`config.mk`:
```
export PLATFORM = sky130hd
export DESIGN_NAME = serial_adder
export DESIGN_NICKNAME = d
export VERILOG_FILES = /design/src/rtl/serial_adder_pkg.sv /design/src/rtl/full_adder.sv /design/src/rtl/serial_adder.sv
export SDC_FILE = /design/constraint.sdc
export NUM_CORES = 1
export LEC_CHECK = 0
export ABC_AREA = 0
export ABC_CLOCK_PERIOD_IN_PS = 1700
export BUFFER_PORTS_ARGS = -buffer_cell sky130_fd_sc_hd__buf_2
export CORE_MARGIN = 2
export CORE_UTILIZATION = 48
export DETAILED_ROUTE_END_ITERATION = 12
export PLACE_DENSITY_LB_ADDON = 0.12
export SETUP_SLACK_MARGIN = 0.02
export SLEW_MARGIN = 15
export SYNTH_ARGS = -nofsm -noshare
export SYNTH_HDL_FRONTEND = slang
export SYNTH_SLANG_ARGS = --single-unit
```
`constraint.sdc`:
```
create_clock -name clk -period 1.7 [get_ports clk]
set_input_delay 0.425 -clock clk [delete_from_list [all_inputs] [get_ports clk]]
set_output_delay 0.425 -clock clk [all_outputs]
set_load 0.03 [all_outputs]
```
`src/rtl/serial_adder_pkg.sv`:
```
// rtl/serial_adder_pkg.sv - shared state encoding and width limits for serial_adder
package serial_adder_pkg;

    localparam int WIDTH_MIN = 2;
    localparam int WIDTH_MAX = 32;

    // One-hot so busy/done are single-flop decodes.
    typedef enum logic [2:0] {
        IDLE = 3'b001,
        RUN  = 3'b010,
        DONE = 3'b100
    } state_t;

    function automatic bit width_legal(input int w);
        return (w >= WIDTH_MIN) && (w <= WIDTH_MAX);
    endfunction

endpackage

```
`src/rtl/full_adder.sv`:
```
// rtl/full_adder.sv - one-bit full-adder cell
module full_adder (
    input  logic A,
    input  logic B,
    input  logic cin,
    output logic Y,
    output logic cout
);

    assign Y    = A ^ B ^ cin;
    assign cout = (A & B) | (cin & (A ^ B));

endmodule

```
`src/rtl/serial_adder.sv`:
```
// rtl/serial_adder.sv - bit-serial adder/subtractor, one bit per clock, LSB first
module serial_adder
    import serial_adder_pkg::*;
#(
    parameter int WIDTH = 8
) (
    input  logic             clk,
    input  logic             rst_n,
    input  logic             start,
    input  logic             sub,
    input  logic [WIDTH-1:0] a,
    input  logic [WIDTH-1:0] b,
    output logic             busy,
    output logic             done,
    output logic [WIDTH-1:0] sum,
    output logic             cout,
    output logic             overflow
);

    localparam int CW = (WIDTH > 1) ? $clog2(WIDTH) : 1;
    localparam logic [CW-1:0] LAST = CW'(WIDTH - 1);

    generate
        if (!width_legal(WIDTH)) begin : g_illegal_width
            $fatal(1, "serial_adder: WIDTH out of range");
        end
    endgenerate

    state_t          state;
    state_t          state_nxt;
    logic [WIDTH-1:0] sa;
    logic [WIDTH-1:0] sb;
    logic            carry;
    logic [CW-1:0]   cnt;
    logic            accept;
    logic            last;
    logic            fa_y;
    logic            fa_cout;

    assign last = (cnt == LAST);
    assign busy = (state == RUN);
    assign done = (state == DONE);

    full_adder u_fa (
        .A    (sa[0]),
        .B    (sb[0]),
        .cin  (carry),
        .Y    (fa_y),
        .cout (fa_cout)
    );

    always_ff @(posedge clk or negedge rst_n) begin
        if (!rst_n) begin
            state <= IDLE;
        end else begin
            state <= state_nxt;
        end
    end

    always_comb begin
        state_nxt = state;
        accept    = 1'b0;
        case (state)
            IDLE: begin
                if (start) begin
                    accept    = 1'b1;
                    state_nxt = RUN;
                end
            end
            RUN: begin
                if (last) begin
                    state_nxt = DONE;
                end
            end
            DONE: begin
                accept    = start;
                state_nxt = start ? RUN : IDLE;
            end
            default: state_nxt = IDLE;
        endcase
    end

    // Subtraction is A + ~B + 1: the +1 enters as the initial carry.
    always_ff @(posedge clk or negedge rst_n) begin
        if (!rst_n) begin
            sa       <= '0;
            sb       <= '0;
            carry    <= 1'b0;
            cnt      <= '0;
            sum      <= '0;
            cout     <= 1'b0;
            overflow <= 1'b0;
        end else if (accept) begin
            sa       <= a;
            sb       <= sub ? ~b : b;
            carry    <= sub;
            cnt      <= '0;
            sum      <= '0;
            cout     <= 1'b0;
            overflow <= 1'b0;
        end else if (state == RUN) begin
            sa    <= sa >> 1;
            sb    <= sb >> 1;
            carry <= fa_cout;
            cnt   <= cnt + 1'b1;
            sum   <= {fa_y, sum[WIDTH-1:1]};
            if (last) begin
                // carry currently holds the carry into the MSB
                cout     <= fa_cout;
                overflow <= carry ^ fa_cout;
            end
        end
    end

endmodule

```
==> results of run 1 <==
per-stage QoR:
stage | util (%) | hold WS, ps | setup TNS (ps) | instances | area (µm²)
floorplan | - | 129 | 0 | 132 | 1600
global placement | 60.3 | 465 | 0 | 209 | 1870
detailed placement | 60.3 | 474 | 0 | 209 | 1870
CTS | 63.5 | 116 | -172 | 220 | 1970
global route | 68.8 | 120 | -190 | 227 | 2130
finish | 68.8 | 102 | -125 | 227 | 2130
cells in the final DEF, fill, tap and decap left out, types with 3 or more instances in the layout:
| cell type | n |
|---|---|
| buf_4 | 13 |
| a21oi_1 | 10 |
| clkbuf_16 | 3 |
| dfrtp_1 | 32 |
| clkbuf_1 | 3 |
| nand2_1 | 22 |
| clkbuf_4 | 5 |
| nor2_1 | 4 |
| mux2_2 | 4 |
| xnor2_1 | 10 |
| buf_6 | 4 |
| mux2_4 | 12 |
| buf_2 | 29 |
| mux2i_1 | 17 |
cells by family (layout without fill, tap and decap cells):
kind of cell,after synthesis,in the layout
buf+inv,10,61
xor+xnor,11,11
compound gates,12,12
fa+ha+maj,3,3
mux,33,33
flops,33,33
simple gates,30,30
sequential cells by signal (all words and copies together), names as in the netlist:
register / flops
carry: 1
sa: 8
cout: 1
sum: 8
cnt: 3
state: 3
overflow: 1
sb: 8
final cells by class:
type	instances	area, µm²	area share [%]
Inverter	2	10.0	0.469
Tap cell	44	55.1	2.58
Timing Repair Buffer	51	410	19.2
Sequential cell	33	827	38.7
Clock buffer	8	48.8	2.29
Multi-Input combinational cell	89	783	36.7
timing repair:
action	4_1_cts	5_1_grt
buffers inserted	4	6
endpoints found under the setup margin	2	17
gates cloned	0	3
resized for setup	9	13
pin swaps	1	1
worst min path at each step:
stage               startpoint  depth (start not counted)       end
floorplan                rst_n                          0     carry
global placement         rst_n                          2    sum[5]
detailed placement       rst_n                          2    sum[5]
CTS                      rst_n                          2    cnt[2]
global route             rst_n                          2    sum[7]
finish                   rst_n                          2  overflow
critical path: cells and delay by family, from the launching register on:
family                 cells  cell delay (ps)
flip-flops                 1              390
AND/OR/NAND/NOR            1              390
buffers and inverters      3              300
power by group through the flow:
stage / registers (mW) / logic (mW) / clock network, mW
2_1_floorplan: 1.22 / 0.874 / 0
3_3_place_gp: 1.23 / 1.14 / 0
3_5_place_dp: 1.24 / 1.17 / 0
4_1_cts: 1.21 / 1.26 / 0.423
5_1_grt: 1.26 / 1.67 / 0.473
6_report: 1.22 / 1.55 / 0.403
metal layers:
layer	wire length, µm	share of wire [%]
met2	1550	51
met4	27	0.88
met1	1360	44
met3	123	4.0
met5	0	0
==> impl_metrics.csv, run 1 <==
group,metric,value,unit
finish,final_layout_size_suffix_gt1_share,43.2,%
die,core,3100,µm²
worst_setup_path,critPathCapture,"busy",
timing,finalCritPeriodShare,107,%
clocking,cts_root_buf,"clkbuf_4",
timing,fin_ws,-125,ps
logic_synthesis,postSynthCellCount,132,
worst_setup_path,critPathKind,"flop to output pin",
timing,finalClockSkew,14.5,ps
global_routing,grtUsageMet1,21.4,%
placed_design,place_ws,47.1,ps
power,cellInternalPower,2.16,mW
power,pwr-share-seq,38.4,%
worst_setup_path,rrSetupSlack,30,ps
global_routing,met2_usage,29.9,%
global_routing,grt_max_degree,34,
worst_setup_path,crit_required,1270,ps
timing,fmax,0.548,GHz
die,start_util,51.6,%
worst_setup_path,reg2reg_depth,4,
worst_setup_path,start_kind,"flop",
logic_synthesis,synthAdderAreaFrac,2.81,%
logic_synthesis,netlist_top_cells_count,"dfrtp_1 (32), nand2_1 (22), mux2i_1 (17)",
timing,setup_viol,1,
worst_setup_path,worstReg2RegEnd,"sa[6]",
logic_synthesis,synth_area,1600,µm²
clocking,worst_skew_pair.late_latency,320,ps
clocking,htree_levels,2,
outcome,status,"complete, but fails checks",
die,num_rows,20,
finish,fillers,263,
global_routing,grt-ovfl-total,0,
logic_synthesis,synth_edf_count,0,
detailed_routing,dr.pass1.iters,4,
finish,syn_to_final_growth,33.4,%
logic_synthesis,async_reset_ff_share,100,%
finish,antennaDiodeCount,0,
clocking,numCtsBuffers,5,
die,fp.dieW,61.7,µm
timing,drv_slew,0,
worst_setup_path,critPathArrivalTime,1400,ps
die,fp.dieArea,3810,µm²
detailed_routing,drtIter0Drc,64,
timing,hold_violations,0,
detailed_routing,post-route-drc-count,0,
timing,relSlewSlack,72.2,%
run,drv_cap,0,
logic_synthesis,yosysMostFrequentCell,"dfrtp_1",
global_routing,gr-usage-all-layers,18.3,%
placed_design,port_buffers,31,
timing,rsz0062_at_grt,"true",
placed_design,hpwl,1870,µm
logic_synthesis,synth_top_family_by_area,"multiplexers",
clocking,cts_hold_buf,0,
worst_setup_path,worstPathMaxFanout,2,
logic_synthesis,syn_area_per_cell,12.1,µm²
power,p_comb_share,48.9,%
global_routing,grt_pass1_vias,1136,
detailed_routing,drtAntennaViolNets,0,
logic_synthesis,synth_area_leader_cell,"dfrtp_1",
logic_synthesis,synthSimpleGateAreaFrac,8.52,%
min_path,min_path_type,"input pin to asynchronous set/reset pin",
power,ir_worst_vdd,0.000640,V
detailed_routing,postRouteWirelength,3050,µm
power,p_total,3.18,mW
logic_synthesis,synth_top_area_share,50.0,%
power,clockPowerShare,12.7,%
worst_setup_path,path_common_cell,"buf_6",
clocking,clockBufferDepth,2,
logic_synthesis,synthDistinctLibCells,22,
power,p_sw_share,31.9,%
worst_setup_path,crit_start,"state[2]",
die,io_pins,32,
finish,layout.nets,205,
logic_synthesis,ys_ff_latch,33,
logic_synthesis,synth_compound_area_share,4.07,%
worst_setup_path,worstReg2RegStart,"state[2]",
timing,tightest_slew,417,ps
clocking,clock_sink_count,33,
detailed_routing,num_vias,1116,
global_routing,use_met3,7.45,%
clocking,cts_tree,"done",
clocking,cts.clk_slew.worst_paths,100,ps
logic_synthesis,ys.flop_type,"dfrtp_1",
global_routing,grt-busiest-layer,"met2",
global_routing,grt_pass1_wl,4970,µm
logic_synthesis,synth.yosys.seq_area_share,51.7,%
worst_setup_path,crit_path_top_delay_cell,"dfrtp_1",
power,power_density,1490,nW/µm²
outcome,violations,"setup timing",
die,die_y,61.7,µm
worst_setup_path,crit_path_max_incr_delay,390,ps
timing,period_minus_slack,1830,ps
power,leakage,1.06,nW
detailed_routing,vias_per_cell,4.92,
detailed_routing,post_drt_wl_per_cell,13.4,µm
logic_synthesis,yosys-top-cells-area,"dfrtp_1 (50%), mux2i_1 (11%), mux2_4 (6.6%)",
logic_synthesis,yosys-mux-area-fraction,23.5,%
worst_setup_path,path_cells,"or3b_4 -> buf_6 -> inv_4 -> buf_6",
worst_setup_path,cp-end-kind,"output pin",
logic_synthesis,yosysWarnings,0,
logic_synthesis,synth-xor-area-share,6.02,%
logic_synthesis,synth_nets,155,
global_routing,antenna_found_initial,0,
placed_design,place_congestion,0.763,
power,switchingPower,1.01,mW
(Power assumes the default switching activity.)
==> inputs of run 2 (changes only) <==
CELL_PAD_IN_SITES_DETAIL_PLACEMENT = 0   (was default)
CELL_PAD_IN_SITES_GLOBAL_PLACEMENT = 2   (was default)
CORE_UTILIZATION = 32   (was 48)
==> run 2 against run 1 <==
- the flow still finishes with violations (setup timing)
- clock power increased by 49%
- non-clock buffer count decreased by 1
- clock skew decreased by 8.0 ps
- total power increased by 7.2%
- clock-buffer cell count unchanged
- largest power group unchanged
==> impl_metrics.csv, run 2 (same netlist as run 1, synthesis figures left out) <==
group,metric,value,unit
placed_design,postPlaceCellArea,1910,µm²
clocking,cts_root_buf,"clkbuf_8",
worst_setup_path,worstPathMaxFanout,3,
detailed_routing,drtAntennaViolNets,0,
outcome,status,"complete, but fails checks",
timing,period_minus_slack,1720,ps
placed_design,place_ws,-0.320,ps
finish,final_cells,249,
detailed_routing,dr.pass1.iters,4,
min_path,min_path_type,"input pin to asynchronous set/reset pin",
timing,drv_slew,0,
global_routing,grt-busiest-layer,"met2",
global_routing,gr-usage-all-layers,11.7,%
clocking,cts_tree,"done",
power,leakage,1.09,nW
run,drv_cap,0,
finish,final_layout_size_suffix_gt1_share,42.3,%
detailed_routing,postRouteWirelength,3240,µm
power,switchingPower,1.04,mW
power,p_sw_share,30.5,%
power,cellInternalPower,2.37,mW
die,fp.dieArea,5580,µm²
clocking,clockBufferDepth,2,
die,start_util,33.4,%
timing,setup_tns,-22.5,ps
timing,finalCritPeriodShare,101,%
clocking,numCtsBuffers,5,
power,ir_worst_vdd,0.000641,V
global_routing,grt_pass1_wl,4840,µm
finish,largestRegisters,"sa (8), sb (8), sum (8)",
global_routing,grt-ovfl-total,0,
detailed_routing,post-route-drc-count,0,
worst_setup_path,critPathArrivalTime,1300,ps
clocking,cts.clk_slew.worst_paths,70,ps
worst_setup_path,crit_required,1270,ps
worst_setup_path,cp-end-kind,"output pin",
die,io_pins,32,
finish,final_cell_mix,"dfrtp_1 (32), buf_2 (29), nand2_1 (22), mux2i_1 (17), mux2_4 (15)",
global_routing,antenna_found_initial,0,
placed_design,place_congestion,0.686,
detailed_routing,vias_per_cell,4.43,
timing,finalClockSkew,6.53,ps
timing,rsz0062_at_grt,"true",
power,pwr-share-seq,35.6,%
finish,antennaDiodeCount,0,
global_routing,grtUsageMet1,14.2,%
timing,fmax,0.581,GHz
die,num_rows,25,
placed_design,port_buffers,31,
die,fp.dieW,74.7,µm
finish,syn_to_final_growth,37.5,%
power,p_comb_share,46.9,%
clocking,worst_skew_pair.late_latency,280,ps
worst_setup_path,rrSetupSlack,0,ps
detailed_routing,drtIter0Drc,23,
power,clockPowerShare,17.6,%
detailed_routing,num_vias,1103,
detailed_routing,post_drt_wl_per_cell,13.0,µm
finish,finalInstanceArea,2200,µm²
clocking,clock_sink_count,33,
die,die_y,74.7,µm
clocking,htree_levels,2,
power,power_density,1550,nW/µm²
worst_setup_path,start_kind,"flop",
timing,relSlewSlack,70.9,%
timing,fin_ws,-22.3,ps
timing,hold_violations,0,
placed_design,hpwl,2020,µm
placed_design,placed_cells,233,
finish,layout.nets,204,
timing,whs,164,ps
die,core,4790,µm²
global_routing,use_met3,3.48,%
finish,fin_util,46.0,%
global_routing,grt_pass1_vias,1076,
timing,tightest_slew,436,ps
worst_setup_path,critPathKind,"flop to output pin",
outcome,violations,"setup timing",
finish,layout_commonest_cell,"dfrtp_1",
global_routing,met2_usage,18.7,%
timing,setup_viol,2,
power,p_total,3.40,mW
global_routing,grt_max_degree,34,
-- run 2: cell count changes in the layout (fill, tap and decap cells not counted), moves of 2 or more --
cell / before / now
buf_12: 1 / 3
buf_4: 13 / 10
clkbuf_4: 5 / 0
clkbuf_8: 0 / 6
mux2_2: 4 / 1
mux2_4: 12 / 15
-- run 2: worst max-delay path, cell delays in order, from the launching register on --
cell and delay, ps:
dfstp_2 370, or3b_4 420, inv_2 90, buf_6 130
-- run 2: path summary, 6_finish.rpt --
path | from | endpoint | cells after the start
setup / recovery | state[0] | busy | 3
hold / removal | rst_n | sum[3] | 2
setup reg to reg | state[0] | sa[5] | 6
hold reg to reg | sum[0] | sum[0] | 2
max in group asynchronous | rst_n | state[0] | 2
min in group clk | a[7] | sa[7] | 3
-- run 2: final cells by class --
type                       instances  area, µm²
tap                               67       83.8
clock buffer                       8       90.1
multi-input combinational         89        777
fill                             445       2580
timing repair buffer              50        415
inverter                           2       7.51
sequential                        33        827
-- run 2: power groups by stage --
stage / Clock (mW) / Combinational, mW / Sequential [mW]
floorplan: 0 / 0.874 / 1.22
global placement: 0 / 1.19 / 1.22
detailed placement: 0 / 1.22 / 1.23
CTS: 0.623 / 1.24 / 1.22
global route: 0.649 / 1.72 / 1.26
finish: 0.599 / 1.60 / 1.21
-- run 2: routing by layer --
metal / routed length [µm] / vias to the layer above
li1: - / 542
met1: 1430 / 526
met2: 1580 / 28
met3: 161 / 7
met4: 64 / 0
met5: 0 / -
-- run 2: timing repair --
item,in CTS,in global routing
hold buffers,0,0
endpoints found under the setup margin,9,15
pin swaps,1,1
cloned,0,3
resized for setup,4,19
buffers inserted,0,5
==> inputs of run 3 (changes only) <==
--- a/constraint.sdc
+++ b/constraint.sdc
@@ -3,2 +3,2 @@
 set_output_delay 0.425 -clock clk [all_outputs]
-set_load 0.03 [all_outputs]
+set_load 0.005 [all_outputs]
==> run 3 against run 2 <==
- the flow now finishes without violations
- sequential share of layout area is 0.085 points lower
- largest power group unchanged
- sequential cell count stayed put
- clock-buffer cell count stayed put
- maximum frequency is 2.5% higher
- die area stayed put
- sequential power hardly changed
- non-clock buffer count is 4 higher
- clock skew is 3.3 ps lower
- cell count is 1.6% higher
- global-route usage is 1.2 points higher
==> impl_metrics.csv, run 3 (same netlist as run 1, synthesis figures left out) <==
group,metric,value,unit
detailed_routing,num_vias,1135,
finish,largestRegisters,"sa (8), sb (8), sum (8)",
outcome,status,"complete, no violations",
detailed_routing,post-route-drc-count,0,
die,die_y,74.7,µm
clocking,cts_hold_buf,0,
global_routing,grt_pass1_wl,5210,µm
clocking,cts_root_buf,"clkbuf_8",
finish,final_cells,253,
global_routing,antenna_found_initial,0,
finish,fin_util,46.1,%
clocking,worst_skew_pair.late_latency,280,ps
clocking,clockBufferDepth,2,
run,drv_cap,0,
die,io_pins,32,
worst_setup_path,worstReg2RegEnd,"sa[4]",
placed_design,hpwl,2030,µm
worst_setup_path,worstPathMaxFanout,5,
clocking,numCtsBuffers,5,
timing,setup_viol,0,
worst_setup_path,rrSetupSlack,20,ps
global_routing,gr-usage-all-layers,13.0,%
global_routing,grt_pass1_vias,1149,
detailed_routing,postRouteWirelength,3380,µm
finish,layout.nets,208,
detailed_routing,drtAntennaViolNets,0,
worst_setup_path,reg2reg_depth,6,
finish,antennaDiodeCount,0,
placed_design,place_congestion,0.678,
timing,finalCritPeriodShare,98.9,%
global_routing,grt_max_degree,34,
finish,layout_commonest_cell,"dfrtp_1",
die,fp.dieArea,5580,µm²
power,ir_worst_vdd,0.000619,V
timing,period_minus_slack,1680,ps
finish,syn_to_final_growth,37.8,%
timing,hold_violations,0,
worst_setup_path,critPathKind,"flop to flop",
clocking,clock_sink_count,33,
finish,final_layout_size_suffix_gt1_share,43.5,%
detailed_routing,post_drt_wl_per_cell,13.4,µm
min_path,min_path_type,"input pin to asynchronous set/reset pin",
clocking,cts_tree,"done",
finish,final_cell_mix,"dfrtp_1 (32), buf_2 (30), nand2_1 (22), mux2i_1 (17), buf_4 (13)",
worst_setup_path,critPathArrivalTime,1850,ps
worst_setup_path,cp-end-kind,"flop",
die,fp.dieW,74.7,µm
timing,relSlewSlack,71.6,%
timing,tightest_slew,426,ps
clocking,cts.clk_slew.worst_paths,60,ps
worst_setup_path,worstReg2RegStart,"state[0]",
die,core,4790,µm²
worst_setup_path,start_kind,"flop",
timing,drv_slew,0,
power,leakage,1.10,nW
timing,rsz0062_at_grt,"true",
timing,fmax,0.595,GHz
detailed_routing,dr.pass1.iters,4,
die,num_rows,25,
placed_design,port_buffers,31,
power,power_density,1510,nW/µm²
detailed_routing,vias_per_cell,4.49,
global_routing,grt-ovfl-total,0,
placed_design,placed_cells,232,
clocking,htree_levels,2,
detailed_routing,drtIter0Drc,40,
worst_setup_path,crit_required,1870,ps
die,start_util,33.4,%
timing,finalClockSkew,3.21,ps
==> run 3: critical path, cell delays in order (launching register included) <==
cell	delay, ps
dfstp_2	540
buf_6	120
xnor2_4	70
nor3b_4	230
buf_6	150
clkbuf_16	130
mux2_2	320
==> run 3: worst max-delay path by stage <==
stage / startpoint / endpoint / slack, ps / depth (start not counted)
finish: state[0] / sa[4] / 20 / 6
global route: state[0] / sa[4] / -30 / 6
CTS: state[0] / busy / -60 / 4
detailed placement: state[0] / carry / 3 / 4
global placement: state[0] / carry / 40 / 4
floorplan: state[2] / busy / 60 / 4
==> run 3: what timing repair did <==
| action | CTS | global route |
|---|---|---|
| pin swaps | 1 | 2 |
| endpoints found under the setup margin | 2 | 17 |
| resized for setup | 8 | 14 |
| gates cloned | 1 | 2 |
| setup buffers | 4 | 8 |
==> run 3: routing by layer <==
metal / global-route usage [%] / share of wire [%] / routed length [µm] / up-vias
met3: 4.42 / 4.4 / 150 / 7
met5: 0 / 0 / 0 / -
met4: 5.95 / 2.0 / 67 / 0
met1: 14.2 / 44 / 1500 / 551
met2: 22.6 / 49 / 1670 / 26
li1: - / - / - / 551
==> run 3: final cells by class <==
class / count / area (µm²)
inverters: 2 / 10.0
fillers: 457 / 2580
flip-flops and latches: 33 / 827
repair buffers: 54 / 437
well taps: 67 / 83.8
clock buffers: 8 / 80.1
multi-input cells: 89 / 768
==> run 3: stage by stage <==
step	cell area (µm²)	power (mW)	hold slack, ps	setup WS (ps)	setup TNS (ps)
6_report	2210	3.32	169	19.4	0
5_1_grt	2210	3.55	187	-26.3	-119
4_1_cts	2060	3.11	172	-55.1	-222
3_5_place_dp	1890	2.37	486	2.77	0
3_3_place_gp	1890	2.33	475	37.1	0
2_1_floorplan	1600	2.06	129	58.1	0
==> run 3: where the power goes <==
part	internal [mW]	switching, mW	leakage, nW	total, mW
Clock	0.291	0.273	0.0395	0.564
Combinational	0.966	0.578	0.641	1.54
Sequential	1.06	0.156	0.417	1.22
Total	2.32	1.01	1.10	3.32
